## src/rtl/can_pkg.sv

```systemverilog
// Shared CAN controller types: scheduler state encoding, error-state constant
// and the bus-arbitration key used to rank transmit mailboxes.
package can_pkg;

  typedef enum logic [1:0] {
    IDLE,
    SELECT,
    LAUNCH,
    WAIT
  } sched_state_t;

  localparam logic [1:0] ERR_BUSOFF = 2'd2;

  // Key mirrors the on-wire arbitration field order; numerically lower wins the bus
  function automatic logic [31:0] arb_key(input logic [28:0] id, input logic ext, input logic rtr);
    if (ext) return {id[28:18], 1'b1, 1'b1, id[17:0], rtr};
    else     return {id[28:18], rtr, 1'b0, 18'b0, 1'b0};
  endfunction

endpackage

```

## src/rtl/tx_prio_select.sv

```systemverilog
// Combinational minimum-key search across candidate mailboxes; ties go to the
// lowest index because only a strictly smaller key replaces the current best.
module tx_prio_select #(
  parameter int unsigned NUM_MB = 4
) (
  input  logic [NUM_MB-1:0]         cand,
  input  logic [32*NUM_MB-1:0]      keys,
  output logic                      valid,
  output logic [$clog2(NUM_MB)-1:0] index
);
  localparam int unsigned IW = $clog2(NUM_MB);

  logic [31:0] best;

  always_comb begin
    valid = 1'b0;
    index = '0;
    best  = '1;
    for (int unsigned i = 0; i < NUM_MB; i++) begin
      if (cand[i] && (!valid || (keys[32*i +: 32] < best))) begin
        valid = 1'b1;
        index = IW'(i);
        best  = keys[32*i +: 32];
      end
    end
  end

endmodule

```

## src/rtl/tx_mailbox_sched.sv

```systemverilog
// CAN transmit scheduler: launches the pending mailbox that would win bus
// arbitration and retires, requeues or fails it on the transmitter's result.
module tx_mailbox_sched
  import can_pkg::*;
#(
  parameter int unsigned NUM_MB    = 4,
  parameter int unsigned MAX_RETRY = 3
) (
  input  logic                      clk,
  input  logic                      nRST,
  input  logic [NUM_MB-1:0]         req,
  input  logic [NUM_MB-1:0]         abort,
  input  logic [29*NUM_MB-1:0]      mb_id,
  input  logic [NUM_MB-1:0]         mb_ext,
  input  logic [NUM_MB-1:0]         mb_rtr,
  input  logic [4*NUM_MB-1:0]       mb_dlc,
  input  logic                      bus_idle,
  input  logic [1:0]                error_state,
  input  logic                      tx_done,
  input  logic                      tx_arb_lost,
  input  logic                      tx_error,
  output logic                      tx_start,
  output logic [28:0]               tx_id,
  output logic                      tx_ext,
  output logic                      tx_rtr,
  output logic [3:0]                tx_dlc,
  output logic [$clog2(NUM_MB)-1:0] tx_sel,
  output logic [NUM_MB-1:0]         pending,
  output logic                      sched_busy,
  output logic [NUM_MB-1:0]         done_pulse,
  output logic [NUM_MB-1:0]         fail_pulse
);
  localparam int unsigned IW = $clog2(NUM_MB);

  sched_state_t             state, state_nxt;
  logic [NUM_MB-1:0]        pending_nxt, done_nxt, fail_nxt;
  logic [NUM_MB-1:0]        cand, flight;
  logic [32*NUM_MB-1:0]     keys;
  logic                     sel_valid;
  logic [IW-1:0]            sel_idx;
  logic                     abort_rec, abort_rec_nxt, abort_eff;
  logic                     load_hdr, bus_off;
  logic [3:0]               retry_cnt, retry_nxt;

  always_comb begin
    keys = '0;
    for (int unsigned i = 0; i < NUM_MB; i++)
      keys[32*i +: 32] = arb_key(mb_id[29*i +: 29], mb_ext[i], mb_rtr[i]);
  end

  // A mailbox aborted in the SELECT cycle must not be chosen
  assign cand = pending & ~abort;

  tx_prio_select #(.NUM_MB(NUM_MB)) u_prio (
    .cand  (cand),
    .keys  (keys),
    .valid (sel_valid),
    .index (sel_idx)
  );

  assign bus_off    = (error_state == ERR_BUSOFF);
  assign tx_start   = (state == LAUNCH);
  assign sched_busy = (state == LAUNCH) || (state == WAIT);

  always_comb begin
    flight = '0;
    if (sched_busy) flight[tx_sel] = 1'b1;
  end

  assign abort_eff = abort_rec | (|(abort & flight));

  always_comb begin
    state_nxt     = state;
    pending_nxt   = pending;
    done_nxt      = '0;
    fail_nxt      = '0;
    abort_rec_nxt = abort_rec;
    retry_nxt     = retry_cnt;
    load_hdr      = 1'b0;

    for (int unsigned i = 0; i < NUM_MB; i++) begin
      if (abort[i]) begin
        if (pending[i] && !flight[i]) begin
          pending_nxt[i] = 1'b0;
          fail_nxt[i]    = 1'b1;
        end
      end else if (req[i]) begin
        pending_nxt[i] = 1'b1;
      end
    end

    case (state)
      IDLE: begin
        abort_rec_nxt = 1'b0;
        if ((|pending) && bus_idle && !bus_off) state_nxt = SELECT;
      end
      SELECT: begin
        if (sel_valid && !bus_off) begin
          load_hdr  = 1'b1;
          state_nxt = LAUNCH;
          if (sel_idx != tx_sel) retry_nxt = '0;
        end else begin
          state_nxt = IDLE;
        end
      end
      LAUNCH: begin
        abort_rec_nxt = abort_eff;
        state_nxt     = WAIT;
      end
      WAIT: begin
        abort_rec_nxt = abort_eff;
        if (tx_done) begin
          pending_nxt[tx_sel] = 1'b0;
          done_nxt[tx_sel]    = 1'b1;
          retry_nxt           = '0;
          state_nxt           = IDLE;
        end else if (tx_error) begin
          if ((retry_cnt == 4'(MAX_RETRY)) || abort_eff) begin
            pending_nxt[tx_sel] = 1'b0;
            fail_nxt[tx_sel]    = 1'b1;
            retry_nxt           = '0;
          end else begin
            retry_nxt = retry_cnt + 4'd1;
          end
          state_nxt = IDLE;
        end else if (tx_arb_lost) begin
          if (abort_eff) begin
            pending_nxt[tx_sel] = 1'b0;
            fail_nxt[tx_sel]    = 1'b1;
          end
          state_nxt = IDLE;
        end
      end
      default: state_nxt = IDLE;
    endcase
  end

  always_ff @(posedge clk) begin
    if (!nRST) begin
      state      <= IDLE;
      pending    <= '0;
      done_pulse <= '0;
      fail_pulse <= '0;
      abort_rec  <= 1'b0;
      retry_cnt  <= '0;
      tx_sel     <= '0;
      tx_id      <= '0;
      tx_ext     <= 1'b0;
      tx_rtr     <= 1'b0;
      tx_dlc     <= '0;
    end else begin
      state      <= state_nxt;
      pending    <= pending_nxt;
      done_pulse <= done_nxt;
      fail_pulse <= fail_nxt;
      abort_rec  <= abort_rec_nxt;
      retry_cnt  <= retry_nxt;
      if (load_hdr) begin
        tx_sel <= sel_idx;
        tx_id  <= mb_id[29*sel_idx +: 29];
        tx_ext <= mb_ext[sel_idx];
        tx_rtr <= mb_rtr[sel_idx];
        tx_dlc <= mb_dlc[4*sel_idx +: 4];
      end
    end
  end

endmodule
```

## config.mk

```make
export PLATFORM = sky130hd
export DESIGN_NAME = tx_mailbox_sched
export DESIGN_NICKNAME = d
export VERILOG_FILES = /design/src/rtl/can_pkg.sv /design/src/rtl/tx_prio_select.sv /design/src/rtl/tx_mailbox_sched.sv
export SDC_FILE = /design/constraint.sdc
export NUM_CORES = 1
export LEC_CHECK = 0
export BUFFER_PORTS_ARGS = -buffer_cell sky130_fd_sc_hd__buf_2
export CAP_MARGIN = 20
export CORE_MARGIN = 5
export CORE_UTILIZATION = 58
export DETAILED_ROUTE_END_ITERATION = 8
export PLACE_DENSITY = 0.89
export SLEW_MARGIN = 15
export SYNTH_ARGS = -nofsm -noshare
export SYNTH_HDL_FRONTEND = slang
export SYNTH_HIERARCHICAL = 1
export SYNTH_SLANG_ARGS = --single-unit
```

## constraint.sdc

```tcl
create_clock -name clk -period 23.5 [get_ports clk]
set_clock_uncertainty 0.2 [all_clocks]
set_input_delay 2.35 -clock clk [delete_from_list [all_inputs] [get_ports clk]]
set_output_delay 2.35 -clock clk [all_outputs]
set_load 0.01 [all_outputs]
```

==> run metrics <==
hold_sp=tx_id[1]; final count of hold timing violations=0; I/O Buffers=206; Max Freq=78.9 MHz; postcts setup bufs=0; post-CTS sizing=0; Max Cap Viol=0; largest net degree at the start of global routing=48; slowest CP cell=nor3_2; CP max FO=47; initial core utilization=59.7%; n_diodes=0; # H-tree levels=2; Mapped Area=6870 µm²; worst hold path class=reg -> reg; Clock Path Buffers=2; status=finished clean; Distinct cells, synth=73; Syn Inst Count=848; CP arrival=12,700 ps; startpoint types=input port; R2R setup slack=12,530 ps; Final Max Slew Viols=0; Root Driver=clkbuf_16; die area=14,100 µm²; syn avg cell area=8.10 µm²; Worst VDD drop=30.4 µV; Hold EP=tx_id[1]; Worst path max stage delay=720 ps; Nets=1,264; worst endpoint required time=23,520 ps; largest cells by area after synthesis=ha_1 (17%), dfxtp_1 (16%), mux4_2 (11%), nand2_1 (9.2%), and2_1 (6.9%); num ports=207; Setup-failing EPs final=0; CTS hold repair buffers=0; DRT iter0 DRCs=710; final setup TNS=0 ps; Synth warnings=6; core area=11,500 µm²; Post-synth EDFFs=0; Worst Hold Depth=2; sequential-to-total area share from yosys stat=16.3%; Initial DRT Pass Iterations=5; row count=39; Sink Count=56; RR Endpoint=retry_cnt[1]; RSZ-0062 raised after global routing=false; GRT Total Usage=28.9%; die width=119 µm; total global routing overflow=0; residual DRC count=0; clk_lat worst skew=290 ps; Worst-path clk slew=80 ps; fraction of registers with async set/reset=0%; via count=7,198; TritonCTS clock tree=built; chip height=119 µm; Syn Nets=1,096; Area Growth Syn to Fin=17.0%; measured slew at the worst slew-check pin=902 ps; CTS buffer count=5; Final Cell Area=8040 µm²; routability cong.=0.952; Post-synth top flop=dfxtp_1; largest area contributor in the netlist=ha_1; vias in the first global route=6,923; share of the synthesized area in the top cell type=16.8%; Placed Area=7890 µm²; min cycle time layout=12,680 ps; Vias/cell=6.21; HPWL Detailed=17.1 mm; Crit Path Class=in -> reg; most used cell along the critical path=a21o_1; Slew headroom=39.8%; CP Capture Type=flop; first-pass GRT wire length=34.0 mm; final period utilization=54.0%; share of post-route cells with drive strength above 1=28.2%; Worst Reg-to-Reg Cells=40; Post-synth top cells=nand2_1 (168), ha_1 (92), and2_1 (76); ANT nets after route=0; Pleak=3.70 nW; wire per inst=18.4 µm; initial antenna violation count=0; pwr/cell area=34.1 nW/µm²; post-synthesis register bit count=56; Post-Route WL=21.3 mm; launch point of the worst reg-to-reg path=pending[0]; leading cell type by number of instances after synthesis=nand2_1
==> final cells by class <==
cell class,instances,area (µm²)
Inverter,5,26.3
Clock inverter,3,26.3
Timing Repair Buffer,214,1090
Tap cell,143,179
Sequential cell,56,1120
Fill cell,948,3480
Multi-Input combinational cell,734,5470
Clock buffer,5,125
==> registers in the layout (all words and copies together), names as in the netlist, named ones only <==
name / flops
tx_id: 29
done_pulse: 4
fail_pulse: 4
pending: 4
retry_cnt: 4
tx_dlc: 4
tx_sel: 2
abort_rec: 1
state: 1
tx_ext: 1
tx_rtr: 1
==> per-layer routing <==
layer | share of wire (%) | routed length (µm) | global-route usage (%) | up-vias
met2 | 48 | 10300 | 49.7 | 376
li1 | - | - | - | 3443
met5 | 0 | 0 | 0 | -
met3 | 8.1 | 1730 | 3.98 | 67
met4 | 3.5 | 746 | 10.6 | 0
met1 | 40 | 8540 | 37.2 | 3312
==> cell families (layout without fill, tap and decap cells) <==
kind of cell | after synthesis | in the layout | share of synthesized area (%)
xor gates and xnor gates | 3 | 3 | 0.382
and+or+nand+nor | 383 | 383 | 28.7
AOI/OAI and AO/OA | 219 | 219 | 21.8
muxes | 37 | 37 | 11.8
adders and majority gates | 92 | 92 | 16.8
DFF | 56 | 56 | 16.3
buffers and inverters | 58 | 227 | 4.33
==> worst max-delay path: cells and delay by family <==
family	cells	cell delay (ps)
AOI/OAI and AO/OA	19	4010
and+or+nand+nor	13	3380
buffers and inverters	5	1930
adders and majority gates	3	750
xor gates and xnor gates	1	220
==> worst max-delay path by stage <==
stage / from / endpoint / slack, ps / depth (start not counted)
after floorplan: abort[0] / tx_dlc[0] / 13310 / 41
after global placement: abort[0] / retry_cnt[2] / 11170 / 41
after detailed placement: abort[0] / retry_cnt[1] / 10900 / 41
after CTS: abort[0] / retry_cnt[1] / 11070 / 41
after global routing: abort[0] / retry_cnt[1] / 10170 / 41
final: abort[0] / retry_cnt[1] / 10820 / 41
==> where the power goes <==
group	total, mW	switching [mW]	internal, mW
sequential	0.0984	0.00186	0.0965
clock	0.0763	0.0360	0.0404
combinational	0.0990	0.0532	0.0458
total	0.274	0.0911	0.183
==> stage by stage <==
step	hold slack [ps]	utilization (%)	std cells	total power, mW	setup slack [ps]
floorplan	259	-	848	0.163	13310
global placement	239	68.5	1152	0.195	11170
detailed placement	243	68.5	1152	0.197	10900
CTS	254	69.8	1160	0.273	11070
global route	279	69.8	1160	0.288	10170
finish	255	69.8	1160	0.274	10820
==> cells in the final DEF, fill, tap and decap left out, types with 16 or more instances in the layout <==
cell type  Yosys  final
o21a_1        32     32
nand4_1       18     18
nand3_1       16     16
a21o_1        23     23
a21oi_1       60     60
dfxtp_1       56     56
nor2_1        17     17
mux4_2        35     35
nand2_1      168    168
ha_1          92     92
o21ai_1       32     32
and2_1        76     76
nor2b_1       38     37
buf_2         18    206
Power figures use the tool's default switching activity.
